[config.mk]
export PLATFORM = sky130hd
export DESIGN_NAME = sample_logger_flat
export DESIGN_NICKNAME = d
export VERILOG_FILES = /design/src/rtl/sample_logger_pkg.sv /design/src/rtl/sample_logger_if.sv /design/src/rtl/sample_logger_fifo.sv /design/src/rtl/sample_logger.sv /design/src/flat_wrapper.sv
export SDC_FILE = /design/constraint.sdc
export NUM_CORES = 2
export LEC_CHECK = 0
export CAP_MARGIN = 20
export CORE_ASPECT_RATIO = 0.5
export CORE_MARGIN = 2
export CORE_UTILIZATION = 60
export CTS_BUF_LIST = sky130_fd_sc_hd__clkbuf_2 sky130_fd_sc_hd__clkbuf_4 sky130_fd_sc_hd__clkbuf_8
export DETAILED_ROUTE_END_ITERATION = 10
export PLACE_DENSITY_LB_ADDON = 0.12
export SYNTH_ARGS = -nofsm -noshare
export SYNTH_HDL_FRONTEND = slang
export SYNTH_HIERARCHICAL = 1
export SYNTH_SLANG_ARGS = --single-unit
export TNS_END_PERCENT = 100
[constraint.sdc]
create_clock -name CLK_1MHZ -period 22.5 [get_ports CLK_1MHZ]
set_input_delay 3.375 -clock CLK_1MHZ [delete_from_list [all_inputs] [get_ports CLK_1MHZ]]
set_output_delay 3.375 -clock CLK_1MHZ [all_outputs]
set_load 0.02 [all_outputs]
[src/rtl/sample_logger_pkg.sv]
// Shared constants, record layout helpers and serializer state type for the
// multi-channel sample logger.
package logger_pkg;

    localparam int CH_ID_W  = 8;
    localparam int DATA_LSB = 0;

    typedef enum logic [0:0] {
        S_IDLE = 1'b0,
        S_SEND = 1'b1
    } ser_state_t;

    function automatic int rec_width(input int ts_w, input int data_w);
        return CH_ID_W + ts_w + data_w;
    endfunction

    function automatic int nbytes(input int rec_w);
        return rec_w / 8;
    endfunction

    function automatic int ts_lsb(input int data_w);
        return DATA_LSB + data_w;
    endfunction

    function automatic int id_lsb(input int ts_w, input int data_w);
        return DATA_LSB + data_w + ts_w;
    endfunction

endpackage

[src/rtl/sample_logger_if.sv]
// Byte-serial record stream from the logger to the downlink / test harness.
interface sample_logger_if;
    logic       OUT_VALID;
    logic       OUT_READY;
    logic [7:0] OUT_BYTE;
    logic       OUT_SOF;

    modport master (output OUT_VALID, output OUT_BYTE, output OUT_SOF, input OUT_READY);
    modport slave  (input OUT_VALID, input OUT_BYTE, input OUT_SOF, output OUT_READY);
endinterface

[src/rtl/sample_logger_fifo.sv]
// Single-clock record FIFO with first-word-fall-through read data.
module logger_fifo #(
    parameter int WIDTH = 8,
    parameter int DEPTH = 16
) (
    input  logic                   clk,
    input  logic                   rst,
    input  logic                   push,
    input  logic                   pop,
    input  logic [WIDTH-1:0]       din,
    output logic [WIDTH-1:0]       dout,
    output logic [$clog2(DEPTH):0] count,
    output logic                   full,
    output logic                   empty
);

    localparam int            AW      = $clog2(DEPTH);
    localparam logic [AW:0]   DEPTH_C = (AW+1)'(DEPTH);

    logic [WIDTH-1:0] r_mem [DEPTH];
    logic [AW-1:0]    r_wr_ptr;
    logic [AW-1:0]    r_rd_ptr;
    logic [AW:0]      r_count;
    logic             w_do_push;
    logic             w_do_pop;

    // Full is taken from the registered count, so a same-cycle pop never frees room for a push.
    assign full      = (r_count == DEPTH_C);
    assign empty     = (r_count == '0);
    assign w_do_push = push && !full;
    assign w_do_pop  = pop && !empty;
    assign dout      = r_mem[r_rd_ptr];
    assign count     = r_count;

    // Pointer and occupancy bookkeeping.
    always_ff @(posedge clk or posedge rst) begin
        if (rst) begin
            r_wr_ptr <= '0;
            r_rd_ptr <= '0;
            r_count  <= '0;
        end else begin
            if (w_do_push) r_wr_ptr <= r_wr_ptr + 1'b1;
            if (w_do_pop)  r_rd_ptr <= r_rd_ptr + 1'b1;
            case ({w_do_push, w_do_pop})
                2'b10:   r_count <= r_count + 1'b1;
                2'b01:   r_count <= r_count - 1'b1;
                default: r_count <= r_count;
            endcase
        end
    end

    // Storage array.
    always_ff @(posedge clk) begin
        if (w_do_push) r_mem[r_wr_ptr] <= din;
    end

endmodule

[src/rtl/sample_logger.sv]
// Round-robin multi-channel sample logger: tags samples with channel ID and
// timestamp, buffers them and streams each record out MSB byte first.
module sample_logger
    import logger_pkg::*;
#(
    parameter int NUM_CH       = 4,
    parameter int DATA_W       = 80,
    parameter int TS_W         = 24,
    parameter int DEPTH        = 16,
    parameter int DROP_ON_FULL = 1,
    parameter int OVF_W        = 16
) (
    input  logic                   CLK_1MHZ,
    input  logic                   RESET,
    input  logic [TS_W-1:0]        TIMESTAMP,
    input  logic [NUM_CH-1:0]      CH_VALID,
    input  logic [NUM_CH*DATA_W-1:0] CH_DATA,
    output logic [NUM_CH-1:0]      CH_READY,
    sample_logger_if.master        out_if,
    output logic [$clog2(DEPTH):0] FIFO_COUNT,
    output logic [OVF_W-1:0]       OVERFLOW_CNT
);

    localparam int REC_W  = rec_width(TS_W, DATA_W);
    localparam int NBYTES = nbytes(REC_W);
    localparam int IDX_W  = $clog2(NBYTES);
    localparam int PTR_W  = (NUM_CH > 1) ? $clog2(NUM_CH) : 1;
    localparam int TS_LSB = ts_lsb(DATA_W);
    localparam int ID_LSB = id_lsb(TS_W, DATA_W);

    localparam logic [PTR_W:0]   NUM_CH_C = (PTR_W+1)'(NUM_CH);
    localparam logic [PTR_W-1:0] LAST_CH  = PTR_W'(NUM_CH - 1);
    localparam logic [IDX_W-1:0] LAST_IDX = IDX_W'(NBYTES - 1);

    logic [PTR_W-1:0]    r_ptr;
    logic [2*NUM_CH-1:0] w_req_dbl;
    logic [NUM_CH-1:0]   w_req_rot;
    logic [PTR_W-1:0]    w_off;
    logic [PTR_W:0]      w_sum;
    logic [PTR_W-1:0]    w_grant;
    logic                w_grant_vld;
    logic                w_xfer;
    logic                w_push;
    logic                w_drop;
    logic                w_full;
    logic                w_empty;
    logic                w_pop;
    logic [DATA_W-1:0]   w_data;
    logic [REC_W-1:0]    w_rec;
    logic [REC_W-1:0]    w_dout;
    logic [OVF_W-1:0]    r_ovf;

    ser_state_t          r_state;
    ser_state_t          w_state_nxt;
    logic [REC_W-1:0]    r_shift;
    logic [REC_W-1:0]    w_shift_nxt;
    logic [IDX_W-1:0]    r_idx;
    logic [IDX_W-1:0]    w_idx_nxt;
    logic                r_out_valid;
    logic                r_out_sof;
    logic [7:0]          r_out_byte;

    // Grant the first requester at or after the pointer: rotate, pick lowest, rotate back.
    always_comb begin
        w_req_dbl   = {CH_VALID, CH_VALID} >> r_ptr;
        w_req_rot   = w_req_dbl[NUM_CH-1:0];
        w_off       = '0;
        for (int k = NUM_CH - 1; k >= 0; k--) begin
            w_off = w_req_rot[k] ? PTR_W'(k) : w_off;
        end
        w_sum       = {1'b0, r_ptr} + {1'b0, w_off};
        w_grant     = (w_sum >= NUM_CH_C) ? PTR_W'(w_sum - NUM_CH_C) : PTR_W'(w_sum);
        w_grant_vld = |CH_VALID;
    end

    assign w_xfer   = w_grant_vld && !RESET && !(w_full && (DROP_ON_FULL == 0));
    assign w_push   = w_xfer && !w_full;
    assign w_drop   = w_xfer && w_full;
    assign CH_READY = w_xfer ? (NUM_CH'(1'b1) << w_grant) : '0;

    // Assemble {channel ID, timestamp, data} for the granted channel.
    always_comb begin
        w_data = '0;
        for (int ch = 0; ch < NUM_CH; ch++) begin
            w_data = (w_grant == PTR_W'(ch)) ? CH_DATA[ch*DATA_W +: DATA_W] : w_data;
        end
        w_rec                         = '0;
        w_rec[ID_LSB +: CH_ID_W]      = CH_ID_W'(w_grant);
        w_rec[TS_LSB +: TS_W]         = TIMESTAMP;
        w_rec[DATA_LSB +: DATA_W]     = w_data;
    end

    // Arbiter pointer moves past the winner only when a transfer actually happens.
    always_ff @(posedge CLK_1MHZ or posedge RESET) begin
        if (RESET) begin
            r_ptr <= '0;
            r_ovf <= '0;
        end else begin
            if (w_xfer) r_ptr <= (w_grant == LAST_CH) ? '0 : w_grant + 1'b1;
            if (w_drop && (r_ovf != '1)) r_ovf <= r_ovf + 1'b1;
        end
    end

    logger_fifo #(
        .WIDTH (REC_W),
        .DEPTH (DEPTH)
    ) u_fifo (
        .clk   (CLK_1MHZ),
        .rst   (RESET),
        .push  (w_push),
        .pop   (w_pop),
        .din   (w_rec),
        .dout  (w_dout),
        .count (FIFO_COUNT),
        .full  (w_full),
        .empty (w_empty)
    );

    // Serializer next state; the shift register rotates so the current byte is always on top.
    always_comb begin
        w_state_nxt = r_state;
        w_shift_nxt = r_shift;
        w_idx_nxt   = r_idx;
        w_pop       = 1'b0;
        case (r_state)
            S_IDLE: begin
                if (!w_empty) begin
                    w_pop       = 1'b1;
                    w_shift_nxt = w_dout;
                    w_idx_nxt   = '0;
                    w_state_nxt = S_SEND;
                end else begin
                    w_state_nxt = S_IDLE;
                end
            end
            S_SEND: begin
                if (out_if.OUT_READY && (r_idx == LAST_IDX)) begin
                    if (!w_empty) begin
                        w_pop       = 1'b1;
                        w_shift_nxt = w_dout;
                        w_idx_nxt   = '0;
                        w_state_nxt = S_SEND;
                    end else begin
                        w_state_nxt = S_IDLE;
                    end
                end else if (out_if.OUT_READY) begin
                    w_shift_nxt = {r_shift[REC_W-9:0], r_shift[REC_W-1 -: 8]};
                    w_idx_nxt   = r_idx + 1'b1;
                end else begin
                    w_state_nxt = S_SEND;
                end
            end
            default: begin
                w_state_nxt = S_IDLE;
            end
        endcase
    end

    // Serializer state and registered byte-stream outputs.
    always_ff @(posedge CLK_1MHZ or posedge RESET) begin
        if (RESET) begin
            r_state     <= S_IDLE;
            r_shift     <= '0;
            r_idx       <= '0;
            r_out_valid <= 1'b0;
            r_out_sof   <= 1'b0;
            r_out_byte  <= 8'h00;
        end else begin
            r_state     <= w_state_nxt;
            r_shift     <= w_shift_nxt;
            r_idx       <= w_idx_nxt;
            r_out_valid <= (w_state_nxt == S_SEND);
            r_out_sof   <= (w_state_nxt == S_SEND) && (w_idx_nxt == '0);
            r_out_byte  <= w_shift_nxt[REC_W-1 -: 8];
        end
    end

    assign out_if.OUT_VALID = r_out_valid;
    assign out_if.OUT_SOF   = r_out_sof;
    assign out_if.OUT_BYTE  = r_out_byte;
    assign OVERFLOW_CNT     = r_ovf;

endmodule
[src/flat_wrapper.sv]
// flat-port wrapper written by rule: the top's interface ports become plain ports
module sample_logger_flat import logger_pkg::*;
#(
    parameter int NUM_CH       = 4,
    parameter int DATA_W       = 80,
    parameter int TS_W         = 24,
    parameter int DEPTH        = 16,
    parameter int DROP_ON_FULL = 1,
    parameter int OVF_W        = 16
)
  (CLK_1MHZ, RESET, TIMESTAMP, CH_VALID, CH_DATA, CH_READY, FIFO_COUNT, OVERFLOW_CNT, out_if_OUT_VALID, out_if_OUT_BYTE, out_if_OUT_SOF, out_if_OUT_READY);
  sample_logger_if out_if_i ();
  input  logic CLK_1MHZ;
  input  logic RESET;
  input  logic [TS_W-1:0] TIMESTAMP;
  input  logic [NUM_CH-1:0] CH_VALID;
  input  logic [NUM_CH*DATA_W-1:0] CH_DATA;
  output logic [NUM_CH-1:0] CH_READY;
  output logic [$clog2(DEPTH):0] FIFO_COUNT;
  output logic [OVF_W-1:0] OVERFLOW_CNT;
  output wire logic [$bits(out_if_i.OUT_VALID)-1:0] out_if_OUT_VALID;
  output wire logic [$bits(out_if_i.OUT_BYTE)-1:0] out_if_OUT_BYTE;
  output wire logic [$bits(out_if_i.OUT_SOF)-1:0] out_if_OUT_SOF;
  input wire logic [$bits(out_if_i.OUT_READY)-1:0] out_if_OUT_READY;
  assign out_if_OUT_VALID = out_if_i.OUT_VALID;
  assign out_if_OUT_BYTE = out_if_i.OUT_BYTE;
  assign out_if_OUT_SOF = out_if_i.OUT_SOF;
  assign out_if_i.OUT_READY = out_if_OUT_READY;
  sample_logger #(.NUM_CH(NUM_CH), .DATA_W(DATA_W), .TS_W(TS_W), .DEPTH(DEPTH), .DROP_ON_FULL(DROP_ON_FULL), .OVF_W(OVF_W)) u_core (.CLK_1MHZ(CLK_1MHZ), .RESET(RESET), .TIMESTAMP(TIMESTAMP), .CH_VALID(CH_VALID), .CH_DATA(CH_DATA), .CH_READY(CH_READY), .out_if(out_if_i), .FIFO_COUNT(FIFO_COUNT), .OVERFLOW_CNT(OVERFLOW_CNT));
endmodule
==> impl_results.html <==
<table>
<tr><th>Metric</th><th>Value</th></tr>
<tr><th colspan="2">Detailed routing</th></tr>
<tr><td>Remaining routing DRC violations</td><td>0</td></tr>
<tr><td>Number of detailed-route iterations in the first pass</td><td>9</td></tr>
<tr><td>Antenna-violating nets left</td><td>0</td></tr>
<tr><td>Iteration-0 DRC count of the detailed router</td><td>6,133</td></tr>
<tr><td>Detailed-route wire length</td><td>196 mm</td></tr>
<tr><td>Mean routed wirelength per cell</td><td>28.1 um</td></tr>
<tr><td>Per-cell via count in the routed design</td><td>6.45</td></tr>
<tr><td>Number of vias in the routed layout</td><td>44,800</td></tr>
<tr><th colspan="2">Clock tree</th></tr>
<tr><td>Post-CTS Setup Inserts</td><td>0</td></tr>
<tr><td>Root buffer cell</td><td>sky130_fd_sc_hd__clkbuf_8</td></tr>
<tr><td>CTS Sinks</td><td>1,941</td></tr>
<tr><td>Number of buffers added to fix hold violations after cts</td><td>0</td></tr>
<tr><td>Clock network latency to the later pin of the worst-skew pair</td><td>970 ps</td></tr>
<tr><td>TritonCTS clock tree</td><td>yes</td></tr>
<tr><td>Maximum clock path buffer count</td><td>4</td></tr>
<tr><td>Clock-pin slew on the worst setup and hold paths</td><td>50 ps</td></tr>
<tr><td>Total CTS buffers</td><td>282</td></tr>
<tr><td>Resized cells post-CTS</td><td>0</td></tr>
<tr><td>H-tree Lvls</td><td>5</td></tr>
<tr><th colspan="2">Worst setup path</th></tr>
<tr><td>Type of element launching the critical path</td><td>input pin</td></tr>
<tr><td>CP Max Fanout</td><td>31</td></tr>
<tr><td>Library cell appearing most often on the critical path</td><td>sky130_fd_sc_hd__clkdlybuf4s50_1</td></tr>
<tr><td>Chain of cells forming the critical path</td><td>clkdlybuf4s50_1 &gt; and3b_1 &gt; o21ai_0 &gt; o2111ai_1 &gt; ha_1 &gt; ha_4 &gt; and2_1 &gt; clkdlybuf4s50_1</td></tr>
<tr><td>Category of the most critical setup path</td><td>input pin to output pin</td></tr>
<tr><td>Arrival time of data at the critical path endpoint</td><td>6900 ps</td></tr>
<tr><td>Required time of the worst setup path</td><td>19,120 ps</td></tr>
<tr><td>Longest individual stage delay on the worst path</td><td>750 ps</td></tr>
<tr><td>R2R cell count</td><td>11</td></tr>
<tr><td>Nature of the critical path endpoint</td><td>output pin</td></tr>
<tr><td>Library cell contributing the largest single delay on the critical path</td><td>sky130_fd_sc_hd__ha_1</td></tr>
<tr><th colspan="2">STA</th></tr>
<tr><td>Setup TNS Final</td><td>0 ps</td></tr>
<tr><td>Slew headroom</td><td>0.244</td></tr>
<tr><td>Fin Clk Skew</td><td>59.8 ps</td></tr>
<tr><td>Transition time of the tightest slew-check pin</td><td>1130 ps</td></tr>
<tr><td>Final critical path time including I/O delays and setup</td><td>10,280 ps</td></tr>
<tr><td>Final hold violation count</td><td>0</td></tr>
<tr><td>Number of setup violations in the final report</td><td>0</td></tr>
<tr><td>Unrepaired setup endpoints after global routing</td><td>no</td></tr>
<tr><td>Final Max Tran Viols</td><td>0</td></tr>
<tr><td>Worst path setup slack after routing</td><td>12,220 ps</td></tr>
<tr><td>Max Clock Freq</td><td>0.0973 GHz</td></tr>
<tr><td>Final critical-path share of the clock period</td><td>0.457</td></tr>
<tr><th colspan="2">Logic synthesis</th></tr>
<tr><td>Number of warnings printed during yosys synthesis</td><td>6</td></tr>
<tr><td>Fraction of registers with async set/reset</td><td>0.0768</td></tr>
<tr><td>Number of unique standard cell types used by synthesis</td><td>62</td></tr>
<tr><td>Main synth FF type</td><td>sky130_fd_sc_hd__edfxtp_1</td></tr>
<tr><td>Synthesized instance count</td><td>4,418</td></tr>
<tr><td>FF+latch count, synth</td><td>1,941</td></tr>
<tr><td>Seq/Total Area, Yosys</td><td>0.737</td></tr>
<tr><td>Post-synth EDFFs</td><td>1,792</td></tr>
<tr><td>Post-synthesis cell area</td><td>0.0780 sq mm</td></tr>
<tr><td>Syn avg cell area</td><td>17.7 sq um</td></tr>
<tr><th colspan="2">Power</th></tr>
<tr><td>Sequential cell fraction of total power</td><td>0.460</td></tr>
<tr><td>Cell leakage power</td><td>32.0 nW</td></tr>
<tr><td>Total power divided by cell area</td><td>145 mW/mm^2</td></tr>
<tr><td>Fraction of power spent switching nets</td><td>0.333</td></tr>
<tr><td>Cell Int Power</td><td>0.00867 W</td></tr>
<tr><td>Combinational share of power</td><td>0.326</td></tr>
<tr><td>Worst IR drop on VDD</td><td>0.101 mV</td></tr>
<tr><td>Clock share of power</td><td>0.214</td></tr>
<tr><td>Psw</td><td>0.00433 W</td></tr>
<tr><th colspan="2">Layout</th></tr>
<tr><td>Number of filler instances in the final layout</td><td>8,229</td></tr>
<tr><td>Utilization after layout</td><td>0.695</td></tr>
<tr><td>Layout net count</td><td>5,403</td></tr>
<tr><td>Area of the multi-input gates</td><td>0.0189 sq mm</td></tr>
<tr><td>FF/Latch Area</td><td>0.0576 sq mm</td></tr>
<tr><td>Layout cells sized above 1</td><td>0.195</td></tr>
<tr><td>Area growth, synth to finish</td><td>14.9%</td></tr>
<tr><th colspan="2">Floorplanning</th></tr>
<tr><td>Initial Util</td><td>0.605</td></tr>
<tr><td>Die Footprint</td><td>0.133 sq mm</td></tr>
<tr><td>Std-Cell Core Area</td><td>0.129 sq mm</td></tr>
<tr><td>Std cell rows</td><td>93</td></tr>
<tr><td>Horizontal die dimension</td><td>514 um</td></tr>
<tr><td>Vertical die dimension</td><td>259 um</td></tr>
<tr><td>Top-level I/O count</td><td>386</td></tr>
<tr><th colspan="2">Worst hold path</th></tr>
<tr><td>Class of the worst hold path</td><td>flop to flop</td></tr>
<tr><td>Hold path depth</td><td>2</td></tr>
<tr><th colspan="2">Placement</th></tr>
<tr><td>Half-perimeter wire length after detailed placement</td><td>95.2 mm</td></tr>
<tr><td>Count of port buffers added during placement</td><td>385</td></tr>
<tr><td>Post-placement setup slack</td><td>12,270 ps</td></tr>
<tr><td>RD Place Congestion</td><td>0.801</td></tr>
<tr><th colspan="2">Global routing</th></tr>
<tr><td>Global-route usage over all layers</td><td>0.291</td></tr>
<tr><td>Via count of the first global-routing pass</td><td>44,500</td></tr>
<tr><td>Number of antenna violations at the first check in global routing</td><td>6</td></tr>
<tr><td>Gr ovfl total</td><td>0</td></tr>
<tr><td>Global-route wire length before repair</td><td>284 mm</td></tr>
<tr><td>Pin count of the biggest net entering global routing</td><td>148</td></tr>
<tr><th colspan="2">Flow run</th></tr>
<tr><td>Max-Cap Viols</td><td>0</td></tr>
<tr><th colspan="2">Status</th></tr>
<tr><td>Outcome</td><td>completed</td></tr>
</table>
cell families (layout without fill, tap and decap cells):
kind of cell | Yosys count | in the layout | share of synthesized area
xor+xnor | 23 | 23 | 0.00258
mux | 679 | 679 | 0.125
simple gates | 395 | 395 | 0.0214
other cells | 1 | 99 | 0.0000481
compound gates | 942 | 942 | 0.0827
buf+inv | 419 | 1139 | 0.0280
flops | 1941 | 1941 | 0.737
fa+ha+maj | 18 | 18 | 0.00298
through the flow:
step	cells	hold slack [ps]	total power [W]	cell area (sq um)
floorplan	4513	455	0.00874	78400
global placement	6447	473	0.0100	84100
detailed placement	6459	477	0.0103	84100
CTS	6942	495	0.0130	89600
global route	6946	514	0.0136	89600
finish	6946	503	0.0130	89600
routing by layer:
metal / up-vias / global-route usage / share of wire
met3: 295 / 0.0550 / 0.097
met2: 2302 / 0.468 / 0.48
li1: 19000 / - / -
met1: 23300 / 0.416 / 0.40
met5: - / 0 / 0.000066
met4: 2 / 0.0781 / 0.019
placed cells by master (no fill, tap or decap), types with 145 or more instances in the layout:
master and n:
sky130_fd_sc_hd__a21oi_1 199, sky130_fd_sc_hd__clkdlybuf4s50_1 385, sky130_fd_sc_hd__clkbuf_8 310, sky130_fd_sc_hd__o21ai_0 311, sky130_fd_sc_hd__a22oi_1 191, sky130_fd_sc_hd__edfxtp_1 1792
sky130_fd_sc_hd__dfrtp_1 145, sky130_fd_sc_hd__mux2i_1 337, sky130_fd_sc_hd__mux4_2 224, sky130_fd_sc_hd__nand2_1 221
synthesized netlist by cell type, drive strengths merged (3+ instances only):
cell type | n | area (sq um)
xor2 | 9 | 78.8
dfrtp | 149 | 3730
nand2 | 221 | 830
a22oi | 191 | 1430
ha | 17 | 213
mux4 | 224 | 5040
a222oi | 112 | 1120
nand3 | 10 | 50.1
nand4 | 6 | 37.5
nor2 | 109 | 409
inv | 124 | 465
clkbuf | 141 | 534
a21o | 3 | 22.5
and2 | 8 | 50.1
buf | 154 | 1180
edfxtp | 1792 | 53800
o21ai | 316 | 1590
a21oi | 199 | 996
nand2b | 5 | 31.3
nor4 | 5 | 46.3
mux2i | 337 | 3370
mux2 | 118 | 1330
nor2b | 6 | 40.0
nor3 | 9 | 50.1
xnor2 | 14 | 123
a221oi | 112 | 1230
flip-flops by register name, summed over array words and instances, names as in the netlist, 2 cells and up:
register / flops
u_core/r_ptr: 2
u_core/out_if.OUT_BYTE: 8
u_core/r_idx: 4
u_core/u_fifo/r_rd_ptr: 4
u_core/u_fifo/count: 5
u_core/u_fifo/r_wr_ptr: 4
u_core/OVERFLOW_CNT: 16
u_core/u_fifo/r_mem: 1792
u_core/r_shift: 104
path summary, 6_finish.rpt:
check                                               start                   endpoint  slack (ps)
worst max-delay path                          CH_VALID[3]                CH_READY[1]       12220
worst min-delay path                   u_core/r_shift[34]         u_core/r_shift[34]         500
worst max register to register  u_core/u_fifo/r_rd_ptr[0]         u_core/r_shift[23]       16640
min in group asynchronous                           RESET  u_core/u_fifo/r_rd_ptr[2]        3080
worst min register to register         u_core/r_shift[34]         u_core/r_shift[34]         500
max in group asynchronous                           RESET         u_core/r_shift[72]       17700
power by group through the flow:
stage | Sequential, W | Combinational [W] | Clock, W
floorplan | 0.00598 | 0.00276 | 0
global placement | 0.00602 | 0.00402 | 0
detailed placement | 0.00604 | 0.00422 | 0
CTS | 0.00597 | 0.00423 | 0.00283
global route | 0.00601 | 0.00461 | 0.00299
finish | 0.00598 | 0.00424 | 0.00279
worst max-delay path, delay by kind of cell:
kind / cells / cell delay, ps
compound gates: 2 / 330
fa+ha+maj: 2 / 1330
buf+inv: 2 / 1320
simple gates: 2 / 540
final cells by class:
type,instances,area share
clock buffer,426,0.0573
inverter,124,0.00525
antenna,3,0.0000837
tap,1710,0.0239
sequential,1941,0.642
timing repair buffer,532,0.0570
clock inverter,57,0.00405
multi-input combinational,2153,0.210
(Power assumes the default switching activity.)
